### src/rtl/sat_dequant_pipe.sv
// Receive-side dequantizer: signed code -> arithmetic left shift -> signed bias add -> re-saturate.
// Two-stage valid/ready pipeline with a saturating counter of rail (source-clipped) codes.
module sat_dequant_pipe #(
  parameter int IN_W  = 5,
  parameter int OUT_W = 9,
  parameter int SHIFT = 2,
  parameter int CNT_W = 8
) (
  input  logic                    clk,
  input  logic                    rst_n,
  input  logic signed [OUT_W-1:0] bias,
  input  logic                    in_valid,
  output logic                    in_ready,
  input  logic signed [IN_W-1:0]  in_code,
  output logic                    out_valid,
  input  logic                    out_ready,
  output logic signed [OUT_W-1:0] out_data,
  output logic                    out_sat,
  input  logic                    clip_clr,
  output logic [CNT_W-1:0]        clip_cnt
);

  localparam logic signed [IN_W-1:0]  CODE_MAX = {1'b0, {(IN_W-1){1'b1}}};
  localparam logic signed [IN_W-1:0]  CODE_MIN = {1'b1, {(IN_W-1){1'b0}}};
  localparam logic signed [OUT_W+1:0] SUM_MAX  = {3'b000, {(OUT_W-1){1'b1}}};
  localparam logic signed [OUT_W+1:0] SUM_MIN  = {3'b111, {(OUT_W-1){1'b0}}};
  localparam logic signed [OUT_W-1:0] OUT_MAX  = {1'b0, {(OUT_W-1){1'b1}}};
  localparam logic signed [OUT_W-1:0] OUT_MIN  = {1'b1, {(OUT_W-1){1'b0}}};
  localparam logic [CNT_W-1:0]        CNT_MAX  = '1;

  // Sign-extend to OUT_W+1 bits before shifting so no code value loses bits.
  function automatic logic signed [OUT_W:0] reconstruct(input logic signed [IN_W-1:0] code);
    logic signed [OUT_W:0] ext;
    ext = {{(OUT_W+1-IN_W){code[IN_W-1]}}, code};
    return ext <<< SHIFT;
  endfunction

  // Returns {clamped, sample}.
  function automatic logic [OUT_W:0] saturate(input logic signed [OUT_W+1:0] sum);
    if (sum > SUM_MAX)      return {1'b1, OUT_MAX};
    else if (sum < SUM_MIN) return {1'b1, OUT_MIN};
    else                    return {1'b0, sum[OUT_W-1:0]};
  endfunction

  logic                    vld_p1, vld_p2;
  logic signed [OUT_W:0]   x_p0, x_p1;
  logic signed [OUT_W+1:0] sum_p1;
  logic [OUT_W:0]          res_p1;
  logic signed [OUT_W-1:0] data_p2;
  logic                    sat_p2;
  logic                    en1, en2, accept, rail;

  assign en2      = ~vld_p2 | out_ready;
  assign en1      = ~vld_p1 | en2;
  assign in_ready = en1;
  assign accept   = in_valid & en1;
  assign rail     = (in_code == CODE_MAX) || (in_code == CODE_MIN);

  assign x_p0   = reconstruct(in_code);
  assign sum_p1 = {x_p1[OUT_W], x_p1} + {{2{bias[OUT_W-1]}}, bias};
  assign res_p1 = saturate(sum_p1);

  // Stage 1: capture shifted code
  always_ff @(posedge clk or negedge rst_n) begin
    if (!rst_n) begin
      vld_p1 <= 1'b0;
      x_p1   <= '0;
    end else if (en1) begin
      vld_p1 <= in_valid;
      if (in_valid) x_p1 <= x_p0;
    end
  end

  // Stage 2: bias add and clamp
  always_ff @(posedge clk or negedge rst_n) begin
    if (!rst_n) begin
      vld_p2  <= 1'b0;
      data_p2 <= '0;
      sat_p2  <= 1'b0;
    end else if (en2) begin
      vld_p2 <= vld_p1;
      if (vld_p1) {sat_p2, data_p2} <= res_p1;
    end
  end

  always_ff @(posedge clk or negedge rst_n) begin
    if (!rst_n)                                     clip_cnt <= '0;
    else if (clip_clr)                              clip_cnt <= '0;
    else if (accept && rail && clip_cnt != CNT_MAX) clip_cnt <= clip_cnt + 1'b1;
  end

  assign out_valid = vld_p2;
  assign out_data  = data_p2;
  assign out_sat   = sat_p2;

endmodule

### config.mk
export PLATFORM = sky130hd
export DESIGN_NAME = sat_dequant_pipe
export DESIGN_NICKNAME = d
export VERILOG_FILES = /design/src/rtl/sat_dequant_pipe.sv
export SDC_FILE = /design/constraint.sdc
export NUM_CORES = 1
export LEC_CHECK = 0
export CAP_MARGIN = 10
export CORE_MARGIN = 3
export CORE_UTILIZATION = 43
export CTS_CLUSTER_DIAMETER = 40
export DETAILED_ROUTE_END_ITERATION = 8
export GPL_TIMING_DRIVEN = 0
export PLACE_DENSITY_LB_ADDON = 0.25
export REMOVE_ABC_BUFFERS = 1
export SLEW_MARGIN = 20
export SYNTH_ARGS = -nofsm -noshare
export SYNTH_HDL_FRONTEND = slang
export SYNTH_SLANG_ARGS = --single-unit
### constraint.sdc
create_clock -name clk -period 2.2 [get_ports clk]
set_input_delay 0.33 -clock clk [delete_from_list [all_inputs] [get_ports clk]]
set_output_delay 0.33 -clock clk [all_outputs]
set_load 0.05 [all_outputs]
Word level (Yosys, flattened, before mapping)

Index checks and enable logic that the tools add are counted.

Register bits after elaboration: 25
Latch bits: 0
Memory bits (writable): 0
ROM bits: 0
Input port bits: 19
Output and inout port bits: 20
Word-level logic and storage cells: 28
Memories: 0

Add/subtract/negate cells: 2
Multipliers: 0
Divide/modulo/power cells: 0
Order comparisons: 2
Eq/ne operators: 3
Shifts and indexed selects: 0
Multiplexer cells: 4
Bitwise gates (word level): 5
Reduce and logical (&&, ||, !) cells: 6

Operators by type and width:

| cell                  | number |
|---|---|
| $mux W10              | 2 |
| $mux W8               | 2 |
| $add A7 B9 Y10        | 1 |
| $eq A5 B5 Y1 const B  | 2 |
| $gt A10 B9 Y1 const B | 1 |
| $lt A10 B9 Y1 const B | 1 |
| $add A8 B1 Y8 const B | 1 |
| $ne A8 B8 Y1 const B  | 1 |
| $reduce_and A2 Y1     | 2 |
| $logic_and A1 B1 Y1   | 2 |
| $not A1 Y1            | 2 |
| $or A1 B1 Y1          | 2 |
| $reduce_bool A2 Y1    | 1 |
| $and A1 B1 Y1         | 1 |
| $logic_or A1 B1 Y1    | 1 |

Depth between registers and ports, before layout

Gate-level depths: netlist (run 1).

Depth in word-level cells: 8
Depth in mapped cells: 8
Depth with buffers taken out: 7

Worst setup path after synthesis (run 1)

OpenSTA, ideal clock, no wires.

Kind: register to register
From: reg vld_p2 (netlist: out_valid)
To: reg clip_cnt[5]
Library setup time: 128 ps
Arrival time: 1989 ps
Required time: 2072 ps
Path slack: 82 ps
Stages on the path, launching flop included: 6
Buffers on the path: 0
Clock period less this slack: 2118 ps
Path through: dfrtp_1 > nand3b_1 > o211ai_1 > nor4_1 > xnor2_1 > nor2_1

Word-level cells in the longest chain between the ends: 7

RTL lines:

| what                             | line | source |
|---|---|---|
| start: declaration               | 45   | `logic vld_p1, vld_p2;` |
| start signal: assignment         | 81   | `vld_p2 <= vld_p1;` |
| $not A1 Y1                       | 53   | `assign en2 = ~vld_p2 \| out_ready;` |
| $or A1 B1 Y1                     | 53   |  |
| $or A1 B1 Y1                     | 54   | `assign en1 = ~vld_p1 \| en2;` |
| net in_ready                     | 13   | `output logic in_ready,` |
| $and A1 B1 Y1                    | 56   | `assign accept = in_valid & en1;` |
| $logic_and A1 B1 Y1 (2 in a row) | 89   | `else if (accept && rail && clip_cnt != CNT_MAX) clip_cnt <= clip_cnt + 1'b1;` |
| $reduce_bool A2 Y1 (no line)     | -    |  |
| end signal: assignment           | 89   |  |
| end: declaration                 | 20   | `output logic [CNT_W-1:0] clip_cnt` |

The timed path passes the listed nets, and every way through them passes these cells.
A chain may end at the register's enable or synchronous reset.

Worst setup path in the final report (run 1)

From: in bias[2]
To: reg data_p2[6] (netlist: out_data[6])

Word-level cells in the longest chain between the ends: 4
Elaborated cells on any way between the ends: 5
Those cells by class: add/sub: 1; order compare: 2; mux: 2

RTL lines:

| what                   | line | source |
|---|---|---|
| start: declaration     | 11   | `input logic signed [OUT_W-1:0] bias,` |
| $add A7 B9 Y10 *       | 60   | `assign sum_p1 = {x_p1[OUT_W], x_p1} + {{2{bias[OUT_W-1]}}, bias};` |
| $lt A10 B9 Y1          | 41   | `else if (sum < SUM_MIN) return {1'b1, OUT_MIN};` |
| $mux W10               | 41   |  |
| $mux W10 *             | 40   | `if (sum > SUM_MAX) return {1'b1, OUT_MAX};` |
| end signal: assignment | 82   | `if (vld_p1) {sat_p2, data_p2} <= res_p1;` |
| end: declaration       | 49   | `logic signed [OUT_W-1:0] data_p2;` |

Mark *: on every way between the ends. The rest lies on a longest branch, timed or not.

==> flow_metrics.py, run 1 <==
metrics = {
    "run_status": {
        "violations": "negative hold slack",
        "status": "finished with violations",
    },
    "floorplanning": {
        "ios": 39,
        "fp.dieH_um": 63.7,
        "row_count": 20,
        "start_util_pct": 45.8,
        "core_area_um2": 3130,
        "die_w_um": 63.7,
        "die-area_um2": 4060,
    },
    "drt": {
        "drcViolationCount": 0,
        "vias_per_cell": 5.35,
        "drtIter0Drc": 65,
        "wirelength_mm": 3.45,
        "vias": 1242,
        "wl_per_cell_um": 14.9,
        "first_pass_iters": 4,
        "detail-route-antenna-nets": 0,
    },
    "final_layout": {
        "regArea_um2": 627,
        "nets": 217,
        "stdcell_count": 232,
        "multi_input_area_um2": 928,
        "drive_above_1_share_pct": 16.5,
        "stdcell_area_um2": 2060,
        "area_growth_pct": 43.8,
        "nFillCells": 257,
        "antenna_cells": 0,
    },
    "setup_path": {
        "cp_slowest_stage_delay_ps": 460,
        "cp_slowest_cell": "clkdlybuf4s50_1",
        "cp_max_fo": 7,
        "critical_path_buf_inv_count": 1,
        "path_class": "input pin to flop",
        "cp.arrival_ps": 2370,
        "path_delay_family": "compound AO/OA/AOI/OAI gates",
        "required_ps": 2410,
        "worstSetupEndpointType": "flop",
        "cp-start-kind": "input pin",
        "crit_chain": "clkdlybuf4s50_1 > ha_4 > fa_2 > a211oi_4 > or4b_4 > o2111ai_4 > o21bai_4 > o21ai_0",
    },
    "cts": {
        "cts_tree": "yes",
        "hold_buffers": 0,
        "path_clk_slew_ps": 140,
        "clockBufferDepth": 2,
        "clock-sinks": 25,
        "insertion_delay_ps": 320,
        "root_buffer": "clkbuf_4",
        "htreeDepth": 1,
        "cts_made_buffers": 3,
    },
    "global_route": {
        "grt_usage_pct": 18.3,
        "overflow": 0,
        "grt_max_degree": 26,
        "antenna_found_initial": 0,
        "grt_pass1_vias": 1310,
        "grt_first_pass_wirelength_mm": 6.02,
    },
    "sta": {
        "fmax_mhz": 463,
        "finalSetupViolCount": 0,
        "drv_slew": 0,
        "relSlewSlack_pct": 60.2,
        "final_hold_viol_count": 25,
        "fin_skew_ps": 7.15,
        "finalSetupTns_ps": 0,
        "timing.final.crit_share_pct": 98.2,
        "whs_ps": -31.2,
        "worstMarginPinSlew_ps": 580,
        "layout_min_cycle_time_ps": 2160,
    },
    "synth": {
        "synth_flop_cell": "dfrtp_1",
        "async_flop_share_pct": 100,
        "synth_warnings": 0,
        "ys_seq_elements": 25,
        "synth.distinct_cells": 39,
        "syn_area_per_cell_um2": 9.81,
        "synth-edff-count": 0,
        "synthCells": 146,
        "synthesis.area_um2": 1430,
        "seq_area_frac_synth_pct": 43.7,
    },
    "place": {
        "place_congestion": 0.836,
        "placed_cell_area_um2": 1840,
        "port_buffers": 38,
        "dpl.hpwl_mm": 2.42,
        "place_inst": 224,
    },
    "min_path": {
        "hold_class": "input pin to asynchronous set/reset pin",
    },
    "flow_run": {
        "drv_cap": 0,
    },
    "pwr": {
        "p_leak_nw": 0.797,
        "power.density_nw_per_um2": 856,
        "ir_drop_uv": 312,
    },
}
[power by group]
group	internal, mW	switching, mW	total [mW]
Sequential	0.546	0.0581	0.604
Combinational	0.383	0.570	0.952
Clock	0.0693	0.139	0.208
[kinds of logic after synthesis]
family,synth area share (%)
and+or+nand+nor,17.9
buffers and inverters,2.18
AOI/OAI and AO/OA,16.5
xor gates and xnor gates,6.73
muxes,4.63
adders and majority gates,8.38
DFF,43.7
[registers in the layout (all words and copies together) (netlist names)]
signal	cells
clip_cnt	8
out_data	9
out_sat	1
out_valid	1
vld_p1	1
x_p1	5
[area by class of cell]
class / instances / share of cell area (%)
multi-input combinational: 116 / 45.1
sequential: 25 / 30.4
timing repair buffer: 41 / 20.0
tap: 44 / 2.67
clock buffer: 3 / 1.09
clock inverter: 1 / 0.364
inverter: 2 / 0.364
[layer usage]
layer	up-vias	GRT usage (%)	wire length, um
met5	-	0	0
met4	0	4.04	15
met3	2	2.14	150
met2	30	33.6	1810
met1	593	22.7	1470
li1	617	-	-
[metrics by stage]
stage	util [%]	total power, mW	setup slack [ps]
after floorplan	-	1.15	-71.6
after global placement	59.0	1.39	-841
after detailed placement	59.0	1.41	-870
after CTS	63.1	1.70	3.35
after global routing	65.9	1.87	-33.0
final	65.9	1.76	40.4
[final timing paths]
path,startpoint,to,slack [ps],cells past startpoint
setup / recovery,bias[2],out_data[6]$_DFFE_PN0P_,40,8
hold / removal,rst_n,out_data[0]$_DFFE_PN0P_,-30,1
setup reg to reg,x_p1[2]$_DFFE_PN0P_,out_data[6]$_DFFE_PN0P_,90,7
hold reg to reg,out_data[6]$_DFFE_PN0P_,out_data[6]$_DFFE_PN0P_,490,2
max in group asynchronous,rst_n,x_p1[6]$_DFFE_PN0P_,1840,1
min in group clk,out_data[6]$_DFFE_PN0P_,out_data[6]$_DFFE_PN0P_,490,2
[timing repair]
action	4_1_cts	5_1_grt
setup buffers	2	1
pin swaps	7	7
setup endpoints to repair	10	10
cloned	1	0
gates resized for setup	12	14
[placed cells by master, fill, tap and decap left out, drive strengths merged, types with 2 or more instances in the layout]
master | netlist | layout
nor4 | 5 | 5
buf | 3 | 4
o211ai | 2 | 2
xor2 | 2 | 2
o2111ai | 1 | 2
nor2 | 13 | 13
dfrtp | 25 | 25
nand3 | 5 | 5
a21o | 4 | 4
clkbuf | 1 | 3
a21oi | 11 | 11
a211oi | 2 | 2
o21ai | 13 | 13
nand2b | 3 | 3
nand2 | 16 | 16
clkdlybuf4s50 | 0 | 36
inv | 2 | 2
ha | 8 | 8
xnor2 | 9 | 9
mux2 | 5 | 5
[cell usage after synthesis, drive strengths merged, types with 2 or more instances]
master   n  area (um^2)
a211oi   2         15.0
a21o     4         31.3
a21oi   11         58.8
buf      3         20.0
dfrtp   25          626
ha       8          100
inv      2         7.51
mux2     5         56.3
nand2   16         60.1
nand2b   3         18.8
nand3    5         25.0
nor2    13         48.8
nor4     5         31.3
o211ai   2         15.0
o21ai   13         65.1
xnor2    9         78.8
xor2     2         17.5
No activity file was read; power rests on OpenSTA's default activity.
==> inputs of run 2 (changes only) <==
--- a/config.mk
+++ b/config.mk
@@ -7,9 +7,10 @@
 export LEC_CHECK = 0
 export CAP_MARGIN = 10
 export CORE_MARGIN = 3
-export CORE_UTILIZATION = 43
+export CORE_UTILIZATION = 56
 export CTS_CLUSTER_DIAMETER = 40
 export DETAILED_ROUTE_END_ITERATION = 8
+export DONT_BUFFER_PORTS = 1
 export GPL_TIMING_DRIVEN = 0
 export PLACE_DENSITY_LB_ADDON = 0.25
 export REMOVE_ABC_BUFFERS = 1
==> run 2 against run 1 <==
Compared with the run above: the flow now finishes without violations; via count is 7.9% lower; clock power about the same; combinational power decreased by 49%; sequential share of layout area up 6.8 points; non-clock buffer count decreased by 35; final cell count down 22%; clock skew rose by 19 ps; setup slack improved by 4.6 ps; register-to-register slack worse by 40 ps; global-route usage rose by 3.0 points; sequential power up 44%; critical endpoint is now clip_cnt[7]$_DFFE_PN0P_; highest routed layer unchanged.
==> flow_metrics.py, run 2 (synthesis results as in run 1) <==
metrics = {
    "setup_path": {
        "r2r-start": "out_valid$_DFFE_PN0P_",
        "required_ps": 2410,
        "endpoint": "clip_cnt[7]$_DFFE_PN0P_",
        "ff2ff_setup_slack_ps": 50,
        "cp-start-kind": "flop",
        "worstSetupEndpointType": "flop",
        "rr_worst_depth": 6,
        "reg2reg_to": "clip_cnt[7]$_DFFE_PN0P_",
        "cp.arrival_ps": 2360,
        "cp_max_fo": 4,
        "crit_path_start": "out_valid$_DFFE_PN0P_",
        "path_class": "flop to flop",
    },
    "place": {
        "placed_cell_area_um2": 1440,
        "place_congestion": 0.867,
        "dp_slack_ps": -537,
        "place_inst": 170,
        "dpl.hpwl_mm": 2.13,
        "port_buffers": 0,
    },
    "sta": {
        "setup_slack_ps": 45.0,
        "worstMarginPinSlew_ps": 959,
        "whs_ps": 36.3,
        "fmax_mhz": 464,
        "fin_skew_ps": 25.7,
        "final_hold_viol_count": 0,
        "grt_setup_unrepaired": "yes",
        "timing.final.crit_share_pct": 98.0,
        "drv_slew": 0,
        "finalSetupViolCount": 0,
        "relSlewSlack_pct": 34.2,
        "layout_min_cycle_time_ps": 2150,
    },
    "pwr": {
        "switchingPower_uw": 731,
        "p_leak_nw": 0.667,
        "p_int_uw": 828,
        "p_comb_share_pct": 31.0,
        "power.density_nw_per_um2": 925,
        "p_clk_share_pct": 13.3,
        "pwr-share-seq_pct": 55.6,
        "p_sw_share_pct": 46.9,
        "ir_drop_uv": 802,
    },
    "drt": {
        "wirelength_mm": 3.27,
        "vias": 1144,
        "vias_per_cell": 6.32,
        "drcViolationCount": 0,
        "drtIter0Drc": 30,
        "wl_per_cell_um": 18.1,
        "first_pass_iters": 4,
        "detail-route-antenna-nets": 0,
    },
    "cts": {
        "cts_made_buffers": 3,
        "clockBufferDepth": 2,
        "clock-sinks": 25,
        "path_clk_slew_ps": 150,
        "htreeDepth": 1,
        "insertion_delay_ps": 330,
        "root_buffer": "clkbuf_4",
        "cts_tree": "yes",
    },
    "floorplanning": {
        "row_count": 17,
        "core_area_um2": 2320,
        "die-area_um2": 3200,
        "ios": 39,
        "fp.dieH_um": 56.6,
        "start_util_pct": 61.8,
        "die_w_um": 56.6,
    },
    "min_path": {
        "worstHoldPathCells": 1,
        "hold_class": "input pin to flop",
        "hp-start": "clip_clr",
    },
    "global_route": {
        "antenna_found_initial": 0,
        "grt_usage_pct": 21.3,
        "grt_first_pass_wirelength_mm": 5.40,
        "overflow": 0,
        "grt_pass1_vias": 1196,
        "grt_max_degree": 26,
    },
    "final_layout": {
        "nFillCells": 159,
        "drive_above_1_share_pct": 24.8,
        "stdcell_count": 181,
        "largest_reg_flops": 9,
        "multi_input_area_um2": 928,
        "final_common_cell": "dfrtp_1",
        "final_cell_mix": "dfrtp_1, nand2_1, o21ai_0, nor2_1",
        "regArea_um2": 628,
        "area_growth_pct": 17.7,
        "stdcell_area_um2": 1690,
        "nets": 182,
        "antenna_cells": 0,
    },
    "run_status": {
        "status": "complete, no violations",
    },
    "flow_run": {
        "drv_cap": 0,
    },
}
## run 2: final cells by class
cell class                 instances  share of cell area (%)
sequential                        25                    37.2
timing repair buffer               6                    3.41
clock buffer                       3                    1.34
tap                               28                    2.08
clock inverter                     1                   0.445
inverter                           2                   0.445
multi-input combinational        116                    55.0
## run 2: per-layer routing
metal	GRT usage, %	share of wire [%]	vias up
met5	0	0	-
met4	2.71	1.0	0
met3	8.28	6.7	4
met2	35.3	49	37
met1	26.9	44	561
li1	-	-	542
## run 2: critical path, stage by stage, from the launching register on
cell and delay [ps]:
dfrtp_2 550, nand3b_1 580, o211ai_1 240, buf_4 220, nor4_2 240, xnor2_1 150
nor2_1 60
## run 2: worst min-delay path by stage
stage | end | slack (ps)
2_1_floorplan | clip_cnt[0]$_DFFE_PN0P_ | 30
3_3_place_gp | out_data[0]$_DFFE_PN0P_ | 30
3_5_place_dp | out_data[0]$_DFFE_PN0P_ | 30
4_1_cts | clip_cnt[5]$_DFFE_PN0P_ | 50
5_1_grt | clip_cnt[4]$_DFFE_PN0P_ | 30
6_report | clip_cnt[4]$_DFFE_PN0P_ | 40
## run 2: timing repair
action	CTS	global route
setup buffers	3	1
endpoints found under the setup margin	23	22
resized for setup	11	13
hold endpoints to repair	25	15
hold buffers	1	1
gates cloned	1	0
pin swaps	5	5
## run 2: through the flow
| stage | util [%] | setup TNS [ps] | power [mW] |
|---|---|---|---|
| after global routing | 72.7 | -228 | 1.65 |
| after global placement | 62.3 | -3430 | 1.20 |
| after floorplan | - | -494 | 1.15 |
| final | 72.7 | 0 | 1.56 |
| after detailed placement | 62.3 | -4620 | 1.23 |
| after CTS | 68.8 | 0 | 1.52 |
## run 2: power groups by stage
stage / logic [mW] / registers, mW / clock network [mW]
6_report: 0.484 / 0.868 / 0.208
5_1_grt: 0.545 / 0.880 / 0.227
4_1_cts: 0.445 / 0.868 / 0.209
3_5_place_dp: 0.347 / 0.878 / 0
3_3_place_gp: 0.328 / 0.873 / 0
2_1_floorplan: 0.287 / 0.859 / 0
==> inputs of run 3 (changes only) <==
--- a/config.mk
+++ b/config.mk
@@ -7,7 +7,7 @@
 export LEC_CHECK = 0
 export CAP_MARGIN = 10
 export CORE_MARGIN = 3
-export CORE_UTILIZATION = 56
+export CORE_UTILIZATION = 40
 export CTS_CLUSTER_DIAMETER = 40
 export DETAILED_ROUTE_END_ITERATION = 8
 export DONT_BUFFER_PORTS = 1
@@ -18,3 +18,4 @@
 export SYNTH_ARGS = -nofsm -noshare
 export SYNTH_HDL_FRONTEND = slang
 export SYNTH_SLANG_ARGS = --single-unit
+export TNS_END_PERCENT = 10
==> run 3 against run 2 <==
Compared with the run above: sequential power increased by 0.5%; hold slack improved by 23 ps; wire length decreased by 0.31%; largest cell class unchanged.
==> flow_metrics.py, run 3 (synthesis results as in run 1) <==
metrics = {
    "run_status": {
        "status": "complete, no violations",
    },
    "min_path": {
        "worstHoldPathCells": 1,
        "hold_class": "input pin to flop",
    },
    "sta": {
        "layout_min_cycle_time_ps": 2150,
        "fmax_mhz": 465,
        "finalSetupViolCount": 0,
        "grt_setup_unrepaired": "yes",
        "relSlewSlack_pct": 55.6,
        "fin_skew_ps": 5.85,
        "timing.final.crit_share_pct": 97.7,
        "worstMarginPinSlew_ps": 648,
        "final_hold_viol_count": 0,
        "whs_ps": 58.9,
        "drv_slew": 0,
        "finalSetupTns_ps": 0,
    },
    "drt": {
        "wl_per_cell_um": 16.5,
        "drtIter0Drc": 58,
        "detail-route-antenna-nets": 0,
        "vias": 1127,
        "vias_per_cell": 5.69,
        "drcViolationCount": 0,
        "first_pass_iters": 4,
        "wirelength_mm": 3.26,
    },
    "global_route": {
        "grt_pass1_vias": 1223,
        "use_met3_pct": 5.95,
        "overflow": 0,
        "grt_max_degree": 26,
        "antenna_found_initial": 0,
        "grt_busiest_layer": "met2",
        "grt_usage_pct": 16.4,
        "grt_use_met2_pct": 27.5,
        "met1_usage_pct": 19.7,
        "grt_first_pass_wirelength_mm": 5.57,
    },
    "pwr": {
        "p_comb_share_pct": 31.1,
        "pwr-share-seq_pct": 55.9,
        "p_leak_nw": 0.658,
        "p_clk_share_pct": 13.0,
        "switchingPower_uw": 720,
        "power.density_nw_per_um2": 920,
        "ir_drop_uv": 447,
        "p_sw_share_pct": 46.2,
        "p_int_uw": 838,
    },
    "flow_run": {
        "drv_cap": 0,
    },
    "floorplanning": {
        "fp.dieH_um": 65.8,
        "ios": 39,
        "die_w_um": 65.8,
        "start_util_pct": 42.3,
        "core_area_um2": 3390,
        "row_count": 21,
        "die-area_um2": 4340,
    },
    "setup_path": {
        "cp.arrival_ps": 2380,
        "required_ps": 2440,
        "reg2reg_to": "out_data[5]$_DFFE_PN0P_",
        "crit_path_start": "x_p1[2]$_DFFE_PN0P_",
        "worstSetupEndpointType": "flop",
        "r2r-start": "x_p1[2]$_DFFE_PN0P_",
        "rr_worst_depth": 8,
        "ff2ff_setup_slack_ps": 50,
        "endpoint": "out_data[5]$_DFFE_PN0P_",
        "cp-start-kind": "flop",
        "cp_max_fo": 5,
        "path_class": "flop to flop",
    },
    "final_layout": {
        "final_cell_mix": "dfrtp_1, nand2_1, nor2_1",
        "final_common_cell": "dfrtp_1",
        "multi_input_area_um2": 910,
        "nFillCells": 317,
        "nets": 181,
        "area_growth_pct": 18.3,
        "stdcell_count": 198,
        "drive_above_1_share_pct": 21.7,
        "largest_reg_flops": 9,
        "regArea_um2": 628,
        "antenna_cells": 0,
    },
    "place": {
        "place_congestion": 0.847,
        "port_buffers": 0,
        "place_inst": 188,
        "dpl.hpwl_mm": 2.39,
    },
    "cts": {
        "cts_made_buffers": 3,
        "clockBufferDepth": 2,
        "htreeDepth": 1,
        "root_buffer": "clkbuf_4",
        "path_clk_slew_ps": 130,
        "clock-sinks": 25,
        "insertion_delay_ps": 310,
        "cts_tree": "yes",
    },
}
run 3: cell types whose count changed in the layout (fill, tap and decap cells not counted), sizes merged:
| cell | before | now |
|---|---|---|
| clkbuf | 3 | 4 |
| clkinvlp | 1 | 0 |
| buf | 5 | 4 |
run 3: timing repair:
| item | CTS | global route |
|---|---|---|
| endpoints found under the setup margin | 18 | 21 |
| endpoints found under the hold margin | 25 | 0 |
| gates resized for setup | 10 | 15 |
| pin swaps | 5 | 4 |
| hold buffers | 2 | 0 |
| setup buffers | 2 | 1 |
| cloned | 1 | 0 |
run 3: metrics by stage:
step / setup slack (ps) / instance area (um^2) / power [mW] / util, %
6_report: 50.7 / 1690 / 1.56 / 50.0
5_1_grt: -51.0 / 1690 / 1.66 / 50.0
4_1_cts: 10.4 / 1620 / 1.53 / 47.9
3_5_place_dp: -597 / 1470 / 1.23 / 43.3
3_3_place_gp: -495 / 1470 / 1.20 / 43.3
2_1_floorplan: -71.6 / 1410 / 1.15 / -
run 3: layout make-up:
cell class | count | share of cell area (%)
multi-input combinational | 116 | 53.7
inverter | 2 | 0.443
timing repair buffer | 5 | 3.84
tap | 46 | 3.40
clock buffer | 4 | 1.55
sequential | 25 | 37.1
run 3: worst max-delay path, stage by stage (launching register included):
cell	delay [ps]
dfrtp_1	410
ha_2	200
fa_2	380
a211oi_4	260
o211ai_1	170
buf_4	180
o2111ai_2	140
a21oi_2	100
o31ai_2	240
run 3: metal layers:
layer | part of all wire (%) | wire, um
met5 | 0 | 0
met4 | 1.1 | 37
met3 | 7.8 | 256
met2 | 51 | 1670
met1 | 40 | 1300
run 3: power groups by stage:
stage | clock network [mW] | logic, mW | registers (mW)
after floorplan | 0 | 0.287 | 0.859
after global placement | 0 | 0.330 | 0.873
after detailed placement | 0 | 0.347 | 0.881
after CTS | 0.213 | 0.446 | 0.870
after global routing | 0.237 | 0.542 | 0.885
final | 0.202 | 0.484 | 0.872
run 3: worst min path at each step:
stage	startpoint	to	slack, ps
6_report	clip_clr	clip_cnt[2]$_DFFE_PN0P_	60
5_1_grt	clip_clr	clip_cnt[3]$_DFFE_PN0P_	20
4_1_cts	clip_clr	clip_cnt[2]$_DFFE_PN0P_	50
3_5_place_dp	rst_n	out_data[6]$_DFFE_PN0P_	40
3_3_place_gp	rst_n	out_data[6]$_DFFE_PN0P_	30
2_1_floorplan	rst_n	clip_cnt[0]$_DFFE_PN0P_	30
